### config.mk
export PLATFORM = sky130hd
export DESIGN_NAME = fifo_buffer_flat
export DESIGN_NICKNAME = d
export VERILOG_FILES = /design/src/rtl/fifo_buffer_if.sv /design/src/rtl/fifo_buffer.sv /design/src/flat_wrapper.sv
export SDC_FILE = /design/constraint.sdc
export NUM_CORES = 1
export LEC_CHECK = 0
export BUFFER_PORTS_ARGS = -buffer_cell sky130_fd_sc_hd__buf_2
export CAP_MARGIN = 0
export CORE_ASPECT_RATIO = 0.8
export CORE_UTILIZATION = 35
export DETAILED_ROUTE_END_ITERATION = 16
export SLEW_MARGIN = 20
export SYNTH_ARGS = -nofsm -noshare
export SYNTH_HDL_FRONTEND = slang
export SYNTH_SLANG_ARGS = --single-unit
### constraint.sdc
create_clock -name CLK -period 1.5 [get_ports CLK]
set_input_delay 0.15 -clock CLK [delete_from_list [all_inputs] [get_ports CLK]]
set_output_delay 0.15 -clock CLK [all_outputs]
set_load 0.05 [all_outputs]
### src/rtl/fifo_buffer_if.sv
`default_nettype none
// ============================================================================
//  Module   : fifo_buffer_if
//  Brief    : Request/status bundle between the command producer and the
//             4-entry FIFO storage stage.
//  Revision : 1.0 - initial release
// ============================================================================
interface fifo_buffer_if #(
  parameter int DATA_WIDTH = 8,
  parameter int ADDR_WIDTH = 2
);
  logic                  FIFOBUFFER_Flush;
  logic                  FIFOBUFFER_ClrErr;
  logic                  FIFOBUFFER_WrEn;
  logic [DATA_WIDTH-1:0] FIFOBUFFER_WrData;
  logic                  FIFOBUFFER_RdEn;
  logic [DATA_WIDTH-1:0] FIFOBUFFER_RdData;
  logic                  FIFOBUFFER_RdValid;
  logic                  FIFOBUFFER_Full;
  logic                  FIFOBUFFER_Empty;
  logic [ADDR_WIDTH:0]   FIFOBUFFER_Count;
  logic [ADDR_WIDTH-1:0] FIFOBUFFER_WrPointer;
  logic [ADDR_WIDTH-1:0] FIFOBUFFER_RdPointer;
  logic                  FIFOBUFFER_Overflow;
  logic                  FIFOBUFFER_Underflow;

  // Producer/consumer side: issues requests, observes data and status
  modport master (
    output FIFOBUFFER_Flush, FIFOBUFFER_ClrErr,
    output FIFOBUFFER_WrEn, FIFOBUFFER_WrData, FIFOBUFFER_RdEn,
    input  FIFOBUFFER_RdData, FIFOBUFFER_RdValid,
    input  FIFOBUFFER_Full, FIFOBUFFER_Empty, FIFOBUFFER_Count,
    input  FIFOBUFFER_WrPointer, FIFOBUFFER_RdPointer,
    input  FIFOBUFFER_Overflow, FIFOBUFFER_Underflow
  );

  // FIFO side: accepts requests, drives data and status
  modport slave (
    input  FIFOBUFFER_Flush, FIFOBUFFER_ClrErr,
    input  FIFOBUFFER_WrEn, FIFOBUFFER_WrData, FIFOBUFFER_RdEn,
    output FIFOBUFFER_RdData, FIFOBUFFER_RdValid,
    output FIFOBUFFER_Full, FIFOBUFFER_Empty, FIFOBUFFER_Count,
    output FIFOBUFFER_WrPointer, FIFOBUFFER_RdPointer,
    output FIFOBUFFER_Overflow, FIFOBUFFER_Underflow
  );
endinterface
`default_nettype wire

### src/rtl/fifo_buffer.sv
`default_nettype none
// ============================================================================
//  Module   : fifo_buffer
//  Brief    : Synchronous FIFO with registered read data, registered
//             full/empty/count status and sticky overflow/underflow flags.
//  Revision : 1.0 - initial release
// ============================================================================
module fifo_buffer #(
  parameter int DATA_WIDTH = 8,
  parameter int ADDR_WIDTH = 2
) (
  input wire logic     CLK,
  input wire logic     FIFOBUFFER_RST,
  fifo_buffer_if.slave bus
);
  localparam int                  DEPTH     = 1 << ADDR_WIDTH;
  localparam logic [ADDR_WIDTH:0] C_DEPTH   = DEPTH[ADDR_WIDTH:0];
  localparam logic [ADDR_WIDTH:0] C_CNT_ONE = {{ADDR_WIDTH{1'b0}}, 1'b1};
  localparam logic [ADDR_WIDTH-1:0] C_PTR_ONE = {{(ADDR_WIDTH-1){1'b0}}, 1'b1};

  logic [DATA_WIDTH-1:0] r_mem [DEPTH];
  logic [DATA_WIDTH-1:0] r_rd_data;
  logic                  r_rd_valid;
  logic                  r_full;
  logic                  r_empty;
  logic [ADDR_WIDTH:0]   r_count;
  logic [ADDR_WIDTH-1:0] r_wr_ptr;
  logic [ADDR_WIDTH-1:0] r_rd_ptr;
  logic                  r_overflow;
  logic                  r_underflow;

  logic                  w_wr_acc;
  logic                  w_rd_acc;
  logic                  w_wr_rej;
  logic                  w_rd_rej;
  logic [ADDR_WIDTH:0]   w_count_next;

  // Flush masks every request in its cycle, so it neither moves data nor
  // raises an error flag. Blocking uses the registered Full/Empty, which is
  // why a freed slot is never reused (and fresh data never bypassed) in the
  // same cycle.
  assign w_wr_acc = bus.FIFOBUFFER_WrEn && !r_full  && !bus.FIFOBUFFER_Flush;
  assign w_rd_acc = bus.FIFOBUFFER_RdEn && !r_empty && !bus.FIFOBUFFER_Flush;
  assign w_wr_rej = bus.FIFOBUFFER_WrEn &&  r_full  && !bus.FIFOBUFFER_Flush;
  assign w_rd_rej = bus.FIFOBUFFER_RdEn &&  r_empty && !bus.FIFOBUFFER_Flush;

  // Next occupancy; Full/Empty are derived from it so they track Count exactly
  always_comb begin
    w_count_next = r_count;
    if (bus.FIFOBUFFER_Flush) begin
      w_count_next = '0;
    end else if (w_wr_acc && !w_rd_acc) begin
      w_count_next = r_count + C_CNT_ONE;
    end else if (!w_wr_acc && w_rd_acc) begin
      w_count_next = r_count - C_CNT_ONE;
    end
  end

  // Storage array: written on accepted writes only, deliberately not reset
  always_ff @(posedge CLK) begin
    if (w_wr_acc) begin
      r_mem[r_wr_ptr] <= bus.FIFOBUFFER_WrData;
    end
  end

  // Pointers, status, read data and sticky error flags
  always_ff @(posedge CLK or posedge FIFOBUFFER_RST) begin
    if (FIFOBUFFER_RST) begin
      r_rd_data   <= '0;
      r_rd_valid  <= 1'b0;
      r_full      <= 1'b0;
      r_empty     <= 1'b1;
      r_count     <= '0;
      r_wr_ptr    <= '0;
      r_rd_ptr    <= '0;
      r_overflow  <= 1'b0;
      r_underflow <= 1'b0;
    end else begin
      r_count    <= w_count_next;
      r_full     <= (w_count_next == C_DEPTH);
      r_empty    <= (w_count_next == '0);
      r_rd_valid <= w_rd_acc;

      if (bus.FIFOBUFFER_Flush) begin
        r_wr_ptr <= '0;
        r_rd_ptr <= '0;
      end else begin
        // Pointers wrap naturally at ADDR_WIDTH bits
        if (w_wr_acc) begin
          r_wr_ptr <= r_wr_ptr + C_PTR_ONE;
        end
        if (w_rd_acc) begin
          r_rd_ptr  <= r_rd_ptr + C_PTR_ONE;
          r_rd_data <= r_mem[r_rd_ptr];
        end
      end

      // A new error in the same cycle as a clear takes priority
      if (w_wr_rej) begin
        r_overflow <= 1'b1;
      end else if (bus.FIFOBUFFER_ClrErr) begin
        r_overflow <= 1'b0;
      end
      if (w_rd_rej) begin
        r_underflow <= 1'b1;
      end else if (bus.FIFOBUFFER_ClrErr) begin
        r_underflow <= 1'b0;
      end
    end
  end

  assign bus.FIFOBUFFER_RdData    = r_rd_data;
  assign bus.FIFOBUFFER_RdValid   = r_rd_valid;
  assign bus.FIFOBUFFER_Full      = r_full;
  assign bus.FIFOBUFFER_Empty     = r_empty;
  assign bus.FIFOBUFFER_Count     = r_count;
  assign bus.FIFOBUFFER_WrPointer = r_wr_ptr;
  assign bus.FIFOBUFFER_RdPointer = r_rd_ptr;
  assign bus.FIFOBUFFER_Overflow  = r_overflow;
  assign bus.FIFOBUFFER_Underflow = r_underflow;

endmodule
`default_nettype wire

### src/flat_wrapper.sv
// flat-port wrapper written by rule: the top's interface ports become plain ports
module fifo_buffer_flat 
#(
  parameter int DATA_WIDTH = 8,
  parameter int ADDR_WIDTH = 2
)
  (CLK, FIFOBUFFER_RST, bus_FIFOBUFFER_Flush, bus_FIFOBUFFER_ClrErr, bus_FIFOBUFFER_WrEn, bus_FIFOBUFFER_WrData, bus_FIFOBUFFER_RdEn, bus_FIFOBUFFER_RdData, bus_FIFOBUFFER_RdValid, bus_FIFOBUFFER_Full, bus_FIFOBUFFER_Empty, bus_FIFOBUFFER_Count, bus_FIFOBUFFER_WrPointer, bus_FIFOBUFFER_RdPointer, bus_FIFOBUFFER_Overflow, bus_FIFOBUFFER_Underflow);
  fifo_buffer_if #(.DATA_WIDTH(DATA_WIDTH), .ADDR_WIDTH(ADDR_WIDTH)) bus_i ();
  input wire logic CLK;
  input wire logic FIFOBUFFER_RST;
  input wire logic [$bits(bus_i.FIFOBUFFER_Flush)-1:0] bus_FIFOBUFFER_Flush;
  input wire logic [$bits(bus_i.FIFOBUFFER_ClrErr)-1:0] bus_FIFOBUFFER_ClrErr;
  input wire logic [$bits(bus_i.FIFOBUFFER_WrEn)-1:0] bus_FIFOBUFFER_WrEn;
  input wire logic [$bits(bus_i.FIFOBUFFER_WrData)-1:0] bus_FIFOBUFFER_WrData;
  input wire logic [$bits(bus_i.FIFOBUFFER_RdEn)-1:0] bus_FIFOBUFFER_RdEn;
  output wire logic [$bits(bus_i.FIFOBUFFER_RdData)-1:0] bus_FIFOBUFFER_RdData;
  output wire logic [$bits(bus_i.FIFOBUFFER_RdValid)-1:0] bus_FIFOBUFFER_RdValid;
  output wire logic [$bits(bus_i.FIFOBUFFER_Full)-1:0] bus_FIFOBUFFER_Full;
  output wire logic [$bits(bus_i.FIFOBUFFER_Empty)-1:0] bus_FIFOBUFFER_Empty;
  output wire logic [$bits(bus_i.FIFOBUFFER_Count)-1:0] bus_FIFOBUFFER_Count;
  output wire logic [$bits(bus_i.FIFOBUFFER_WrPointer)-1:0] bus_FIFOBUFFER_WrPointer;
  output wire logic [$bits(bus_i.FIFOBUFFER_RdPointer)-1:0] bus_FIFOBUFFER_RdPointer;
  output wire logic [$bits(bus_i.FIFOBUFFER_Overflow)-1:0] bus_FIFOBUFFER_Overflow;
  output wire logic [$bits(bus_i.FIFOBUFFER_Underflow)-1:0] bus_FIFOBUFFER_Underflow;
  assign bus_i.FIFOBUFFER_Flush = bus_FIFOBUFFER_Flush;
  assign bus_i.FIFOBUFFER_ClrErr = bus_FIFOBUFFER_ClrErr;
  assign bus_i.FIFOBUFFER_WrEn = bus_FIFOBUFFER_WrEn;
  assign bus_i.FIFOBUFFER_WrData = bus_FIFOBUFFER_WrData;
  assign bus_i.FIFOBUFFER_RdEn = bus_FIFOBUFFER_RdEn;
  assign bus_FIFOBUFFER_RdData = bus_i.FIFOBUFFER_RdData;
  assign bus_FIFOBUFFER_RdValid = bus_i.FIFOBUFFER_RdValid;
  assign bus_FIFOBUFFER_Full = bus_i.FIFOBUFFER_Full;
  assign bus_FIFOBUFFER_Empty = bus_i.FIFOBUFFER_Empty;
  assign bus_FIFOBUFFER_Count = bus_i.FIFOBUFFER_Count;
  assign bus_FIFOBUFFER_WrPointer = bus_i.FIFOBUFFER_WrPointer;
  assign bus_FIFOBUFFER_RdPointer = bus_i.FIFOBUFFER_RdPointer;
  assign bus_FIFOBUFFER_Overflow = bus_i.FIFOBUFFER_Overflow;
  assign bus_FIFOBUFFER_Underflow = bus_i.FIFOBUFFER_Underflow;
  fifo_buffer #(.DATA_WIDTH(DATA_WIDTH), .ADDR_WIDTH(ADDR_WIDTH)) u_core (.CLK(CLK), .FIFOBUFFER_RST(FIFOBUFFER_RST), .bus(bus_i));
endmodule
==> results of run 1 <==
-- per-stage QoR --
| step | power (mW) | setup TNS (ns) | cells |
|---|---|---|---|
| 2_1_floorplan | 3.06 | -1.07 | 127 |
| 3_3_place_gp | 3.47 | 0 | 255 |
| 3_5_place_dp | 3.52 | -0.0229 | 255 |
| 4_1_cts | 4.46 | 0 | 264 |
| 5_1_grt | 4.70 | -0.116 | 265 |
| 6_report | 4.50 | 0 | 265 |
-- registers in the layout, summed over array words and instances, names as in the netlist, 2 cells and up --
| name | cells |
|---|---|
| u_core.bus.FIFOBUFFER_Count | 3 |
| u_core.bus.FIFOBUFFER_RdPointer | 2 |
| u_core.bus.FIFOBUFFER_WrPointer | 2 |
| u_core.bus.FIFOBUFFER_RdData | 8 |
| u_core.r_mem | 32 |
-- critical path: cells and delay by family, from the launching register on --
family / cells / cell delay (ns)
buffers and inverters: 1 / 0.08
AOI/OAI and AO/OA: 2 / 0.36
adders and majority gates: 1 / 0.22
and+or+nand+nor: 1 / 0.31
DFF: 1 / 0.43
-- cell families after synthesis --
kind of cell / count (synthesis) / share of synthesized area, %
AO/OA/AOI/OAI: 10 / 3.92
adder cells (fa/ha/maj): 6 / 3.46
XOR/XNOR: 5 / 2.02
buffers and inverters: 13 / 3.17
flip-flops: 52 / 67.5
multiplexers: 16 / 12.5
AND/OR/NAND/NOR: 25 / 7.50
-- final cells by class --
| cell class | count | area, µm² | area share [%] |
|---|---|---|---|
| Clock inverter | 3 | 42.5 | 1.55 |
| Sequential cell | 52 | 1470 | 53.5 |
| Timing Repair Buffer | 54 | 350 | 12.8 |
| Inverter | 8 | 30.0 | 1.10 |
| Clock buffer | 5 | 68.8 | 2.51 |
| Tap cell | 81 | 101 | 3.70 |
| Multi-Input combinational cell | 62 | 681 | 24.8 |
-- cell usage in the layout (no fill, tap or decap), drive strengths merged --
master       instances
or2                  1
nor3                 1
clkinvlp             1
and2                 4
o21ba                1
inv                  8
clkinv               1
mux4                 8
nand2b               2
dlygate4sd3          1
o21ai                1
mux2                 8
nand2                4
a211oi               3
nand3                2
buf                 53
clkbuf               5
a311oi               2
ha                   6
nor4b                1
edfxtp              32
bufinv               1
and4                 1
nor2b                1
nor3b                2
xnor2                5
nor2                 6
dfrtp               19
a21oi                1
a32o                 2
dfstp                1
-- power by group through the flow --
stage	sequential (mW)	combinational, mW	clock [mW]
3_5_place_dp	1.89	1.62	0
2_1_floorplan	2.49	0.572	0
4_1_cts	1.86	1.64	0.959
3_3_place_gp	1.88	1.59	0
6_report	1.85	1.71	0.935
5_1_grt	1.88	1.80	1.02
-- repair_timing --
| item | in CTS | in global routing |
|---|---|---|
| gates resized for setup | 1 | 5 |
| endpoints found under the hold margin | 14 | 0 |
| endpoints found under the setup margin | 2 | 2 |
| hold buffers | 1 | 0 |
| pin swaps | 1 | 1 |
| buffers inserted | 0 | 1 |
-- per-layer routing --
| metal | GRT usage, % | vias up | share of wire (%) |
|---|---|---|---|
| met5 | 0 | - | 0 |
| met3 | 3.25 | 9 | 2.9 |
| li1 | - | 583 | - |
| met2 | 24.0 | 25 | 54 |
| met1 | 15.4 | 629 | 40 |
| met4 | 6.63 | 0 | 2.3 |
-- final timing paths --
kind	cells after the start	startpoint	endpoint
hold reg to reg	1	u_core.bus.FIFOBUFFER_RdData[0]	u_core.bus.FIFOBUFFER_RdData[0]
hold / removal	1	bus_FIFOBUFFER_WrData[1]	u_core.r_mem[2][1]
setup / recovery	5	u_core.bus.FIFOBUFFER_Count[0]	u_core.bus.FIFOBUFFER_Empty
min in group asynchronous	3	FIFOBUFFER_RST	u_core.bus.FIFOBUFFER_Count[2]
max in group asynchronous	4	FIFOBUFFER_RST	u_core.bus.FIFOBUFFER_RdData[1]
setup reg to reg	5	u_core.bus.FIFOBUFFER_Count[0]	u_core.bus.FIFOBUFFER_Empty
==> results.py, run 1 <==
metrics = {
    "sta": {
        "slew_violations": 0,
        "relSlewSlack_pct": 57.3,
        "worst_slew_pin_slew_ns": 0.639,
        "hold_violations": 0,
        "whs_ns": 0.0585,
        "finalCriticalPeriod_ns": 1.48,
        "rsz0062_at_grt": "yes",
        "fin_crit_sh_pct": 98.6,
        "fin_ws_ns": 0.0206,
        "finClkSkew_ns": 0.0142,
        "setup_viol_count_final": 0,
        "fmax_mhz": 676,
    },
    "synthesis": {
        "syn_inst": 127,
        "synth.area.top_cells": "edfxtp_1, dfrtp_1, mux4_2",
        "synth_top_area_share_pct": 44.3,
        "async_reset_ff_share_pct": 38.5,
        "syn_nets": 147,
        "synth_flop_cell": "edfxtp_1",
        "yosysTopAreaCell": "edfxtp_1",
        "yosysWarnings": 0,
        "syn_area_um2": 2170,
        "synthDistinctLibCells": 32,
        "synth_seq_cells": 52,
        "synth_common_cells": "edfxtp_1, dfrtp_1, inv_1, mux2_2, mux4_2",
        "synth.most_common_cell": "edfxtp_1",
        "ys_seq_area_share_pct": 67.5,
        "synth_edf_count": 32,
        "avgSynthCellArea_um2": 17.1,
    },
    "route": {
        "routed_via_density": 4.70,
        "first_iter_violations": 47,
        "totalWireLength_um": 4120,
        "vias": 1246,
        "drt-pass1-iter-count": 4,
        "wl_per_cell_um": 15.6,
        "ant_nets": 0,
        "drc": 0,
    },
    "grt": {
        "grt_pass1_wl_um": 6490,
        "grt_max_degree": 17,
        "grt_antenna_before_repair": 0,
        "track_usage_pct": 13.4,
        "first_global_vias": 1358,
        "grt_overflow": 0,
    },
    "finish": {
        "layout-drive-gt1-share_pct": 52.2,
        "fillCellCount": 542,
        "stdcell_area_um2": 2740,
        "nets": 203,
        "diodes": 0,
        "layout-area-overhead-vs-synth_pct": 26.4,
        "final_util_pct": 46.1,
    },
    "run_status": {
        "status": "finished clean",
    },
    "floorplanning": {
        "fp.dieW_um": 90,
        "ios": 34,
        "initial_core_util_pct": 36.5,
        "die_h_um": 72.4,
        "core_area_um2": 5940,
        "die-area_um2": 6520,
        "num_rows": 25,
    },
    "critical_path": {
        "path_cells": "inv_2, ha_4, nor4b_4, a311oi_2, a211oi_1",
        "cp.arrival_ns": 1.70,
        "cp-start-kind": "flop",
        "cp_max_fo": 4,
        "r2r_setup_slack_ns": 0.02,
        "end_kind": "flop",
        "required_ns": 1.72,
        "cp_slowest_cell": "dfrtp_2",
        "critPathKind": "flop to flop",
        "slowest_delay_ns": 0.43,
    },
    "run": {
        "cap_violations": 0,
    },
    "power_and_ir_drop": {
        "p_sw_share_pct": 36.4,
        "combPwrFrac_pct": 37.9,
        "ir_drop_mv": 0.535,
        "netSwitchingPower_mw": 1.64,
        "internal-power_mw": 2.86,
        "pwr-share-clk_pct": 20.8,
        "power.leakage_nw": 1.09,
        "p_per_area_nw_per_um2": 1640,
        "pwr-share-seq_pct": 41.3,
    },
    "place": {
        "gp_congestion": 0.880,
        "dp_slack_ns": -0.0204,
        "io_buffers": 33,
        "place_area_um2": 2580,
        "hpwl_um": 2970,
    },
    "cts": {
        "clk_pin_slew_worst_paths_ns": 0.10,
        "cts.path.max_buffers": 2,
        "cts_num_sinks": 52,
        "clkLatencyLatePin_ns": 0.30,
        "tritoncts": "built",
        "root_buffer": "clkbuf_8",
        "cts_buffers": 5,
        "h-tree-depth": 2,
    },
    "min_path": {
        "hp-class": "primary input to flop",
    },
}
Power figures use the tool's default switching activity.
==> run 2: changes to the inputs <==
PLACE_DENSITY = 0.68   (was default)
==> results.py, run 2 (same netlist as run 1, synthesis figures left out) <==
metrics = {
    "run_status": {
        "status": "finished clean",
    },
    "finish": {
        "layout-area-overhead-vs-synth_pct": 25.0,
        "regMostFlops": "u_core.r_mem",
        "stdcell_area_um2": 2710,
        "fin_cells": 265,
        "layout-drive-gt1-share_pct": 50.0,
        "largest_reg_flops": 32,
        "final_common_cell": "buf_2",
        "layout_common_cells": "buf_2, edfxtp_1, buf_4",
        "nets": 203,
        "diodes": 0,
        "fillCellCount": 547,
    },
    "grt": {
        "track_usage_pct": 12.7,
        "grt_max_degree": 21,
        "first_global_vias": 1219,
        "grt_antenna_before_repair": 0,
        "grt_overflow": 0,
        "grt_pass1_wl_um": 6020,
    },
    "route": {
        "wl_per_cell_um": 14.2,
        "routed_via_density": 4.55,
        "drt-pass1-iter-count": 4,
        "ant_nets": 0,
        "totalWireLength_um": 3760,
        "first_iter_violations": 33,
        "drc": 0,
        "vias": 1207,
    },
    "sta": {
        "finalCriticalPeriod_ns": 1.46,
        "rsz0062_at_grt": "yes",
        "relSlewSlack_pct": 80.9,
        "slew_violations": 0,
        "fin_ws_ns": 0.0429,
        "finClkSkew_ns": 0.00525,
        "worst_slew_pin_slew_ns": 0.285,
        "hold_violations": 0,
        "setup_viol_count_final": 0,
        "fmax_mhz": 686,
        "fin_crit_sh_pct": 97.1,
        "whs_ns": 0.0562,
    },
    "min_path": {
        "hold_end": "u_core.r_mem[3][3]",
        "hold_start": "bus_FIFOBUFFER_WrData[3]",
        "holdPathStages": 1,
        "hp-class": "primary input to flop",
    },
    "critical_path": {
        "end_kind": "flop",
        "critPathKind": "flop to flop",
        "slowest_delay_ns": 0.56,
        "cp-start-kind": "flop",
        "rr_worst_depth": 5,
        "crit_start": "u_core.bus.FIFOBUFFER_Empty",
        "required_ns": 1.67,
        "cp.arrival_ns": 1.63,
        "regToRegStartpoint": "u_core.bus.FIFOBUFFER_Empty",
        "cp_slowest_cell": "dfstp_2",
        "cp_max_fo": 6,
        "path_cells": "nand2b_2, buf_4, nand2_1, a211oi_1, a311oi_1",
        "path_delay_family": "flip-flops",
        "rr_endpoint": "u_core.bus.FIFOBUFFER_Count[1]",
        "path_buf_inv": 1,
        "r2r_setup_slack_ns": 0.04,
    },
    "floorplanning": {
        "fp.dieW_um": 90,
        "initial_core_util_pct": 36.5,
        "die_h_um": 72.4,
        "num_rows": 25,
        "die-area_um2": 6520,
        "core_area_um2": 5940,
        "ios": 34,
    },
    "cts": {
        "cts.path.max_buffers": 2,
        "root_buffer": "clkbuf_8",
        "cts_num_sinks": 52,
        "clk_pin_slew_worst_paths_ns": 0.09,
        "cts_buffers": 5,
        "cts_setup_buffers": 0,
        "clkLatencyLatePin_ns": 0.30,
        "tritoncts": "built",
        "h-tree-depth": 2,
    },
    "power_and_ir_drop": {
        "power.leakage_nw": 1.07,
        "power.total_mw": 4.27,
        "ir_drop_mv": 0.652,
        "p_per_area_nw_per_um2": 1580,
    },
    "place": {
        "gp_congestion": 0.773,
        "place_area_um2": 2600,
        "hpwl_um": 2730,
        "dp_slack_ns": -0.0497,
        "post-place-cells": 256,
        "io_buffers": 33,
    },
    "run": {
        "cap_violations": 0,
    },
}
## run 2: cell count changes in the layout (fill, tap and decap cells not counted), sizes merged
| cell | previous run | this run |
|---|---|---|
| bufinv | 1 | 0 |
| clkbuf | 5 | 6 |
## run 2: report_power, final
group / switching [mW] / internal, mW
sequential: 0.122 / 1.74
combinational: 1.04 / 0.615
clock: 0.431 / 0.326
total: 1.59 / 2.68
## run 2: worst max path at each step
stage	cells after the start	end
floorplan	5	u_core.bus.FIFOBUFFER_Full
global placement	4	u_core.bus.FIFOBUFFER_Full
detailed placement	4	u_core.bus.FIFOBUFFER_Empty
CTS	5	u_core.bus.FIFOBUFFER_Empty
global route	4	u_core.bus.FIFOBUFFER_Full
finish	5	u_core.bus.FIFOBUFFER_Count[1]
## run 2: repair_timing
item	4_1_cts	5_1_grt
pin swaps	1	1
setup endpoints to repair	3	2
resized for setup	1	2
hold endpoints to repair	19	0
hold buffers	1	0
## run 2: stage by stage
step / TNS (ns) / utilization, %
4_1_cts: 0 / 45.4
5_1_grt: -0.0103 / 45.6
3_3_place_gp: 0 / 43.8
3_5_place_dp: -0.0717 / 43.8
2_1_floorplan: -1.07 / -
6_report: 0 / 45.6
## run 2: routing by layer
| metal | vias up | global-route usage [%] | share of wire [%] |
|---|---|---|---|
| met5 | - | 0 | 0 |
| met4 | 0 | 5.91 | 1.7 |
| met3 | 8 | 3.88 | 5.1 |
| li1 | 584 | - | - |
| met1 | 579 | 16.9 | 48 |
| met2 | 36 | 19.3 | 45 |
## run 2: area by class of cell
type,instances,area [µm²],share of cell area [%]
inverter,8,30.0,1.11
clock buffer,6,72.6,2.68
timing repair buffer,54,363,13.4
multi-input combinational,62,664,24.5
clock inverter,2,12.5,0.461
tap,81,101,3.74
sequential,52,1470,54.1
